[config.mk]
export PLATFORM = sky130hd
export DESIGN_NAME = hack_rom_loader_flat
export DESIGN_NICKNAME = d
export VERILOG_FILES = /design/src/rtl/hack_rom_loader_if.sv /design/src/rtl/hack_rom_loader.sv /design/src/flat_wrapper.sv
export SDC_FILE = /design/constraint.sdc
export NUM_CORES = 1
export LEC_CHECK = 0
export CORE_MARGIN = 2
export CORE_UTILIZATION = 55
export CTS_CLUSTER_SIZE = 24
export DETAILED_ROUTE_END_ITERATION = 16
export GPL_ROUTABILITY_DRIVEN = 0
export HOLD_SLACK_MARGIN = 0.05
export PLACE_DENSITY_LB_ADDON = 0.1
export SETUP_SLACK_MARGIN = 0.02
export SKIP_CTS_REPAIR_TIMING = 1
export SLEW_MARGIN = 20
export SYNTH_ARGS = -nofsm -noshare
export SYNTH_HDL_FRONTEND = slang
export SYNTH_SLANG_ARGS = --single-unit
[constraint.sdc]
create_clock -name clk -period 4.6 [get_ports clk]
set_input_delay 0.92 -clock clk [delete_from_list [all_inputs] [get_ports clk]]
set_output_delay 0.92 -clock clk [all_outputs]
set_load 0.005 [all_outputs]
[src/rtl/hack_rom_loader_if.sv]
// Word-stream input and ROM write port of the Hack program loader.
// The master side feeds framed words and observes the ROM writes; the slave side is the loader.
interface hack_rom_loader_if #(
  parameter int ADDR_W = 15
);
  logic              in_valid;
  logic [15:0]       in_data;
  logic              in_ready;
  logic              rom_we;
  logic [ADDR_W-1:0] rom_addr;
  logic [15:0]       rom_wdata;

  modport master (
    output in_valid, in_data,
    input  in_ready, rom_we, rom_addr, rom_wdata
  );

  modport slave (
    input  in_valid, in_data,
    output in_ready, rom_we, rom_addr, rom_wdata
  );
endinterface

[src/rtl/hack_rom_loader.sv]
// Hack program loader: takes a length/words/checksum frame, writes the instruction ROM,
// optionally zero-fills the remainder, and holds the CPU in reset until a good load completes.
module hack_rom_loader #(
  parameter int ADDR_W    = 15,
  parameter bit FILL_ZERO = 1'b1
) (
  input  logic               clk,
  input  logic               reset,
  input  logic               start,
  hack_rom_loader_if.slave   bus,
  output logic               cpu_reset,
  output logic               busy,
  output logic               done,
  output logic               error,
  output logic [15:0]        words_loaded
);

  typedef enum logic [2:0] {IDLE, HDR, DATA, CSUM, FILL, RUN, ERR} state_t;

  // The counter carries one extra bit so a full-depth frame (N = 2^ADDR_W) does not wrap.
  localparam logic [ADDR_W:0] DEPTH = {1'b1, {ADDR_W{1'b0}}};
  localparam logic [ADDR_W:0] LAST  = {1'b0, {ADDR_W{1'b1}}};

  state_t            state, state_nx;
  logic [ADDR_W:0]   cnt, cnt_nx;
  logic [ADDR_W:0]   n_words, n_nx;
  logic [15:0]       sum, sum_nx;
  logic [15:0]       loaded_nx;
  logic              accept;
  logic              hdr_too_big;

  assign accept      = bus.in_valid && bus.in_ready;
  assign hdr_too_big = {1'b0, bus.in_data} > 17'(DEPTH);

  always_comb begin
    state_nx      = state;
    cnt_nx        = cnt;
    n_nx          = n_words;
    sum_nx        = sum;
    loaded_nx     = words_loaded;
    bus.in_ready  = 1'b0;
    bus.rom_we    = 1'b0;
    bus.rom_addr  = cnt[ADDR_W-1:0];
    bus.rom_wdata = '0;

    case (state)
      IDLE, RUN, ERR: begin
        if (start) begin
          state_nx  = HDR;
          cnt_nx    = '0;
          sum_nx    = '0;
          loaded_nx = '0;
        end
      end

      HDR: begin
        bus.in_ready = 1'b1;
        if (accept) begin
          n_nx = bus.in_data[ADDR_W:0];
          if (hdr_too_big)
            state_nx = ERR;
          else if (bus.in_data == 16'h0000)
            state_nx = CSUM;
          else
            state_nx = DATA;
        end
      end

      DATA: begin
        bus.in_ready  = 1'b1;
        bus.rom_we    = accept;
        bus.rom_wdata = bus.in_data;
        if (accept) begin
          cnt_nx    = cnt + 1'b1;
          sum_nx    = sum + bus.in_data;
          loaded_nx = words_loaded + 16'd1;
          if (cnt_nx == n_words)
            state_nx = CSUM;
        end
      end

      CSUM: begin
        bus.in_ready = 1'b1;
        if (accept) begin
          if (bus.in_data != sum)
            state_nx = ERR;
          else if (!FILL_ZERO || cnt == DEPTH)
            state_nx = RUN;
          else
            state_nx = FILL;
        end
      end

      FILL: begin
        bus.rom_we = 1'b1;
        cnt_nx     = cnt + 1'b1;
        if (cnt == LAST)
          state_nx = RUN;
      end

      default: state_nx = IDLE;
    endcase
  end

  // Status outputs are derived from the next state so they move on the same edge as the FSM.
  always_ff @(posedge clk or posedge reset) begin
    if (reset) begin
      state        <= IDLE;
      cnt          <= '0;
      n_words      <= '0;
      sum          <= '0;
      words_loaded <= '0;
      cpu_reset    <= 1'b1;
      busy         <= 1'b0;
      done         <= 1'b0;
      error        <= 1'b0;
    end else begin
      state        <= state_nx;
      cnt          <= cnt_nx;
      n_words      <= n_nx;
      sum          <= sum_nx;
      words_loaded <= loaded_nx;
      cpu_reset    <= (state_nx != RUN);
      busy         <= (state_nx == HDR) || (state_nx == DATA) ||
                      (state_nx == CSUM) || (state_nx == FILL);
      done         <= (state_nx == RUN) && (state != RUN);
      error        <= (state_nx == ERR);
    end
  end

endmodule

[src/flat_wrapper.sv]
// flat-port wrapper written by rule: the top's interface ports become plain ports
module hack_rom_loader_flat 
#(
  parameter int ADDR_W    = 15,
  parameter bit FILL_ZERO = 1'b1
)
  (clk, reset, start, cpu_reset, busy, done, error, words_loaded, bus_in_valid, bus_in_data, bus_in_ready, bus_rom_we, bus_rom_addr, bus_rom_wdata);
  hack_rom_loader_if #(.ADDR_W(ADDR_W)) bus_i ();
  input  logic clk;
  input  logic reset;
  input  logic start;
  output logic cpu_reset;
  output logic busy;
  output logic done;
  output logic error;
  output logic [15:0] words_loaded;
  input wire logic [$bits(bus_i.in_valid)-1:0] bus_in_valid;
  input wire logic [$bits(bus_i.in_data)-1:0] bus_in_data;
  output wire logic [$bits(bus_i.in_ready)-1:0] bus_in_ready;
  output wire logic [$bits(bus_i.rom_we)-1:0] bus_rom_we;
  output wire logic [$bits(bus_i.rom_addr)-1:0] bus_rom_addr;
  output wire logic [$bits(bus_i.rom_wdata)-1:0] bus_rom_wdata;
  assign bus_i.in_valid = bus_in_valid;
  assign bus_i.in_data = bus_in_data;
  assign bus_in_ready = bus_i.in_ready;
  assign bus_rom_we = bus_i.rom_we;
  assign bus_rom_addr = bus_i.rom_addr;
  assign bus_rom_wdata = bus_i.rom_wdata;
  hack_rom_loader #(.ADDR_W(ADDR_W), .FILL_ZERO(FILL_ZERO)) u_core (.clk(clk), .reset(reset), .start(start), .bus(bus_i), .cpu_reset(cpu_reset), .busy(busy), .done(done), .error(error), .words_loaded(words_loaded));
endmodule
==> After elaboration in Yosys (flattened, before gate mapping) <==
Cells that the tools add are included.
{ "totals": {"out_inout_bits": 53, "wordCells": 68, "input_bits": 20, "ff_bits": 71} }
{ "op_classes": {"order_cmp": 1, "n_eq_ne": 20, "n_mux": 21, "n_reduce_logical": 14, "addsub": 3} }
{ "ops": {"columns": ["cell", "count"], "rows": [
  ["$mux W16", 5],
  ["$pmux W16 S2", 2],
  ["$pmux W16 S3", 1],
  ["$add A16 B1 Y16 const B", 2],
  ["$mux W3", 8],
  ["$eq A3 B3 Y1 const B", 6],
  ["$add A16 B16 Y16", 1],
  ["$eq A16 B15 Y1 const B", 1],
  ["$eq A16 B16 Y1", 1],
  ["$eq A16 B16 Y1 const B", 1],
  ["$gt A16 B16 Y1 const B", 1],
  ["$logic_not A16 Y1", 1],
  ["$ne A16 B16 Y1", 1],
  ["$pmux W3 S5", 1],
  ["$eq A3 B2 Y1 const B", 4],
  ["$eq A3 B1 Y1 const B", 2],
  ["$ne A3 B3 Y1 const B", 2],
  ["$reduce_and A3 Y1", 2],
  ["$reduce_or A3 Y1", 2],
  ["$logic_not A3 Y1", 1],
  ["$logic_or A1 B1 Y1", 3],
  ["$mux W1", 3],
  ["$reduce_bool A3 Y1", 1],
  ["$logic_and A1 B1 Y1", 2],
  ["other kinds (5)", 5]
]} }

==> Depth between registers and ports, before layout <==
{ "logic_depth": {"word_depth": 10, "ltp_mapped": 10, "ltp_nobuf": 10} }

==> Worst setup path after synthesis <==
OpenSTA, ideal clock, no wires.
{ "synth_timing": {"kind": "input to register", "startpoint": "input bus_in_data[0]", "endpoint": "register u_core.sum[10]", "cell_stages": 8, "slack_ns": 1.618, "setup_time_ns": 0.122, "t_arrival_ns": 2.861, "required_time_ns": 4.478, "path_buffers": 0, "cell_sequence": "ha_1 fa_1 a21o_1 a21oi_1 o211ai_1 a31o_2 a211o_1 a32o_1"} }
{ "synth_between": {"elab_chain_cells": 3} }
{ "synth_lines": {"columns": ["item", "line_no", "text"], "rows": [
  ["from (decl)", "flat_wrapper.sv:18", "input wire logic [$bits(bus_i.in_data)-1:0] bus_in_data;"],
  ["$add A16 B16 Y16", "hack_rom_loader.sv:75", "sum_nx = sum + bus.in_data;"],
  ["$mux W16", "hack_rom_loader.sv:73", "if (accept) begin"],
  ["$pmux W16 S2", "hack_rom_loader.sv:46", "case (state)"],
  ["to (signal assigned)", "hack_rom_loader.sv:121", "sum <= sum_nx;"],
  ["to (decl)", "hack_rom_loader.sv:27", "logic [15:0] sum, sum_nx;"]
]} }
No other way between the ends. The select of a mux whose other input is x is not followed.
A chain may end at the register's enable or synchronous reset.

==> Final worst setup path <==
{ "layout_timing": {"startpoint": "input bus_in_valid", "endpoint": "output bus_rom_we"} }
{ "layout_between": {"elab_chain_cells": 2} }
{ "layout_lines": {"columns": ["item", "line_no", "text"], "rows": [
  ["from (decl)", "flat_wrapper.sv:17", "input wire logic [$bits(bus_i.in_valid)-1:0] bus_in_valid;"],
  ["$logic_and A1 B1 Y1", "hack_rom_loader.sv:32", "assign accept = bus.in_valid && bus.in_ready;"],
  ["$pmux W1 S2", "hack_rom_loader.sv:46", null],
  ["to (decl)", "flat_wrapper.sv:20", "output wire logic [$bits(bus_i.rom_we)-1:0] bus_rom_we;"]
]} }
No other way between the ends.

==> flow_summary.json <==
{
  "status": "finished, final reports clean",
  "drc_errors": 0,
  "cts_buffer_depth": 2,
  "ys_warn_count": 0,
  "syn-num-nets": 554,
  "fin_nets": 605,
  "worst_setup_path_start_kind": "primary input",
  "relSlewSlack": 0.4366,
  "ys_seq_area_frac": 0.3775,
  "min_path_type": "flip-flop to flip-flop",
  "grt_max_degree": 49,
  "synth.most_common_cell": "dfrtp_1",
  "final_antenna_net_count": 0,
  "p_leak_nw": 2.324,
  "critPathMaxFanout": 21,
  "synthCells": 515,
  "max_stage_delay_ps": 520,
  "viasPerCell": 6.061,
  "hold_ws_ps": 492.4,
  "clock.fmax_mhz": 274.3,
  "startpoint": "bus_in_valid",
  "arrival_ps": 2730,
  "r2r-start": "u_core.state[2]$_DFF_PP0_",
  "core_area_sq_mm": 0.008258,
  "cts_tree": "built",
  "cts_root_buf": "clkbuf_8",
  "fillCellCount": 680,
  "routed_wl_um": 11680,
  "finalSetupTns_ps": 0,
  "die_area_sq_mm": 0.009319,
  "timing.final.max_slew_violations": 0,
  "post-route-min-period_ps": 3646,
  "power_density_mw_per_mm2": 541.4,
  "avgSynthCellArea_sq_um": 9.145,
  "synth-main-ff-cell": "dfrtp_1",
  "initial_core_util": 0.5703,
  "synth.top_cell.area_share": 0.3719,
  "crit_top_cell": "nand2_1",
  "die_h_um": 96.54,
  "clock_latency_ps": 350,
  "r2r_slack_ps": 1440,
  "area_growth_pct": 17.61,
  "grt.total_usage": 0.2706,
  "synth_edf_count": 0,
  "rows": 33,
  "dpl.hpwl_um": 8475,
  "clk_pin_slew_worst_paths_ps": 70,
  "cts_sinks": 71,
  "place_area_sq_mm": 0.005355,
  "yosysTopAreaCell": "dfrtp_1",
  "grt_pass1_vias": 3928,
  "syn_area_sq_mm": 0.004710,
  "drv_cap": 0,
  "cp_slowest_cell": "clkdlybuf4s50_1",
  "ys_async_sr_fraction": 1.000,
  "synth_common_cells": "dfrtp_1 (70), nand2_1 (50), o21ai_0 (43), nor2_1 (37), xor2_1 (26)",
  "rsz0062_at_grt": "no",
  "end_kind": "primary output",
  "portBuffers": 72,
  "ir_drop_v": 0.0003140,
  "final_util": 0.6708,
  "drtIter0Drc": 401,
  "worstMarginPinSlew_ps": 844.1,
  "drive_gt1_frac": 0.08772,
  "finalInstanceArea_sq_mm": 0.005539,
  "netlist_top_cells_area": "dfrtp_1 (37%), xor2_1 (4.8%), ha_1 (4.8%)",
  "grt-ovfl-total": 0,
  "crit_type": "primary input to primary output",
  "wl_per_cell_um": 17.30,
  "grt_pass1_wl_um": 19480,
  "setup_slack_ps": 953.9,
  "ys_types": 63,
  "pre_cts_ws_ps": 874.2,
  "vias": 4091,
  "antenna_cells": 0,
  "min_from": "u_core.sum[5]$_DFFE_PP0P_",
  "first_pass_iters": 5,
  "setup_viol": 0,
  "antenna_found_initial": 0,
  "ios": 73,
  "skew_ps": 7.276,
  "h-tree-depth": 3,
  "critical_path_required_ps": 3680,
  "fin_crit_sh": 0.7926,
  "synth-seq-cells": 71,
  "numCtsBuffers": 9,
  "hold_violations": 0,
  "die_w_um": 96.54,
  "worstPathCellList": "clkdlybuf4s50_1 > nand2_1 > nand2_1 > nand2_1 > buf_4 > clkinv_1 > clkdlybuf4s50_1"
}
[metrics by stage]
stage | power (mW) | std cells
2_1_floorplan | 2.043 | 515
3_3_place_gp | 2.450 | 660
3_5_place_dp | 2.493 | 660
4_1_cts | 2.989 | 675
5_1_grt | 3.242 | 675
6_report | 2.999 | 675
[routing by layer]
layer | track usage | vias up | wire length [um]
met4 | 0.1150 | 0 | 310
met1 | 0.3750 | 1977 | 5225
li1 | - | 1933 | -
met5 | 0 | - | 0
met3 | 0.03957 | 34 | 547
met2 | 0.4248 | 147 | 5597
[cell families after synthesis]
| logic type | count (synthesis) | share of synthesized area |
|---|---|---|
| compound gates | 112 | 0.1493 |
| xor+xnor | 46 | 0.08555 |
| fa+ha+maj | 20 | 0.05420 |
| buf+inv | 49 | 0.06137 |
| flops | 71 | 0.3775 |
| mux | 20 | 0.04729 |
| simple gates | 197 | 0.2248 |
[layout by cell type, fill, tap and decap left out, types with 3 or more instances in the layout]
master           instances
a211oi_1                 3
a21o_1                   4
a21oi_1                 19
a22o_1                   5
a32oi_1                  3
and2_1                  23
and3_1                   8
buf_4                    5
clkbuf_8                 9
clkdlybuf4s50_1         72
clkinv_2                 3
dfrtp_1                 70
ha_1                    18
inv_1                   10
mux2_2                  17
nand2_1                 50
nand2b_1                 3
nand3_1                 20
nand4_1                  8
nor2_1                  37
nor2b_1                  4
nor3_1                  10
nor4_1                  12
o21ai_0                 43
o31ai_1                 13
or3_1                    4
xnor2_1                 20
xor2_1                  26
[cell type report]
type,instances,area [sq um],area share
multi-input combinational,395,2646,0.4778
sequential,71,1778,0.3210
timing repair buffer,77,758.2,0.1369
clock buffer,11,131.4,0.02372
tap,105,131.4,0.02372
clock inverter,4,47.55,0.008584
inverter,12,46.29,0.008358
[power breakdown]
part | internal [mW] | leakage [nW] | switching, mW
logic | 0.708 | 1.30 | 0.800
clock network | 0.246 | 0.0892 | 0.240
registers | 0.809 | 0.933 | 0.196
[sequential cells by signal, summed over array words and instances (netlist names)]
name and flops:
u_core.sum 16, u_core.n_words 16, u_core.cpu_reset 1, u_core.done 1, u_core.words_loaded 16, u_core.error 1, u_core.busy 1, u_core.cnt 16
u_core.state 3
[worst max-delay path: cells and delay by family]
kind,cells,cell delay (ps)
AND/OR/NAND/NOR,3,250
buffers and inverters,4,1550
[final timing paths]
path | cells after the start | endpoint
worst max-delay path | 7 | bus_rom_we
worst min-delay path | 2 | u_core.sum[5]$_DFFE_PP0P_
worst max register to register | 9 | u_core.done$_DFF_PP0_
worst min register to register | 2 | u_core.sum[5]$_DFFE_PP0P_
max in group asynchronous | 3 | u_core.n_words[10]$_DFFE_PP0P_
min in group asynchronous | 2 | u_core.done$_DFF_PP0_
(Power assumes the default switching activity.)
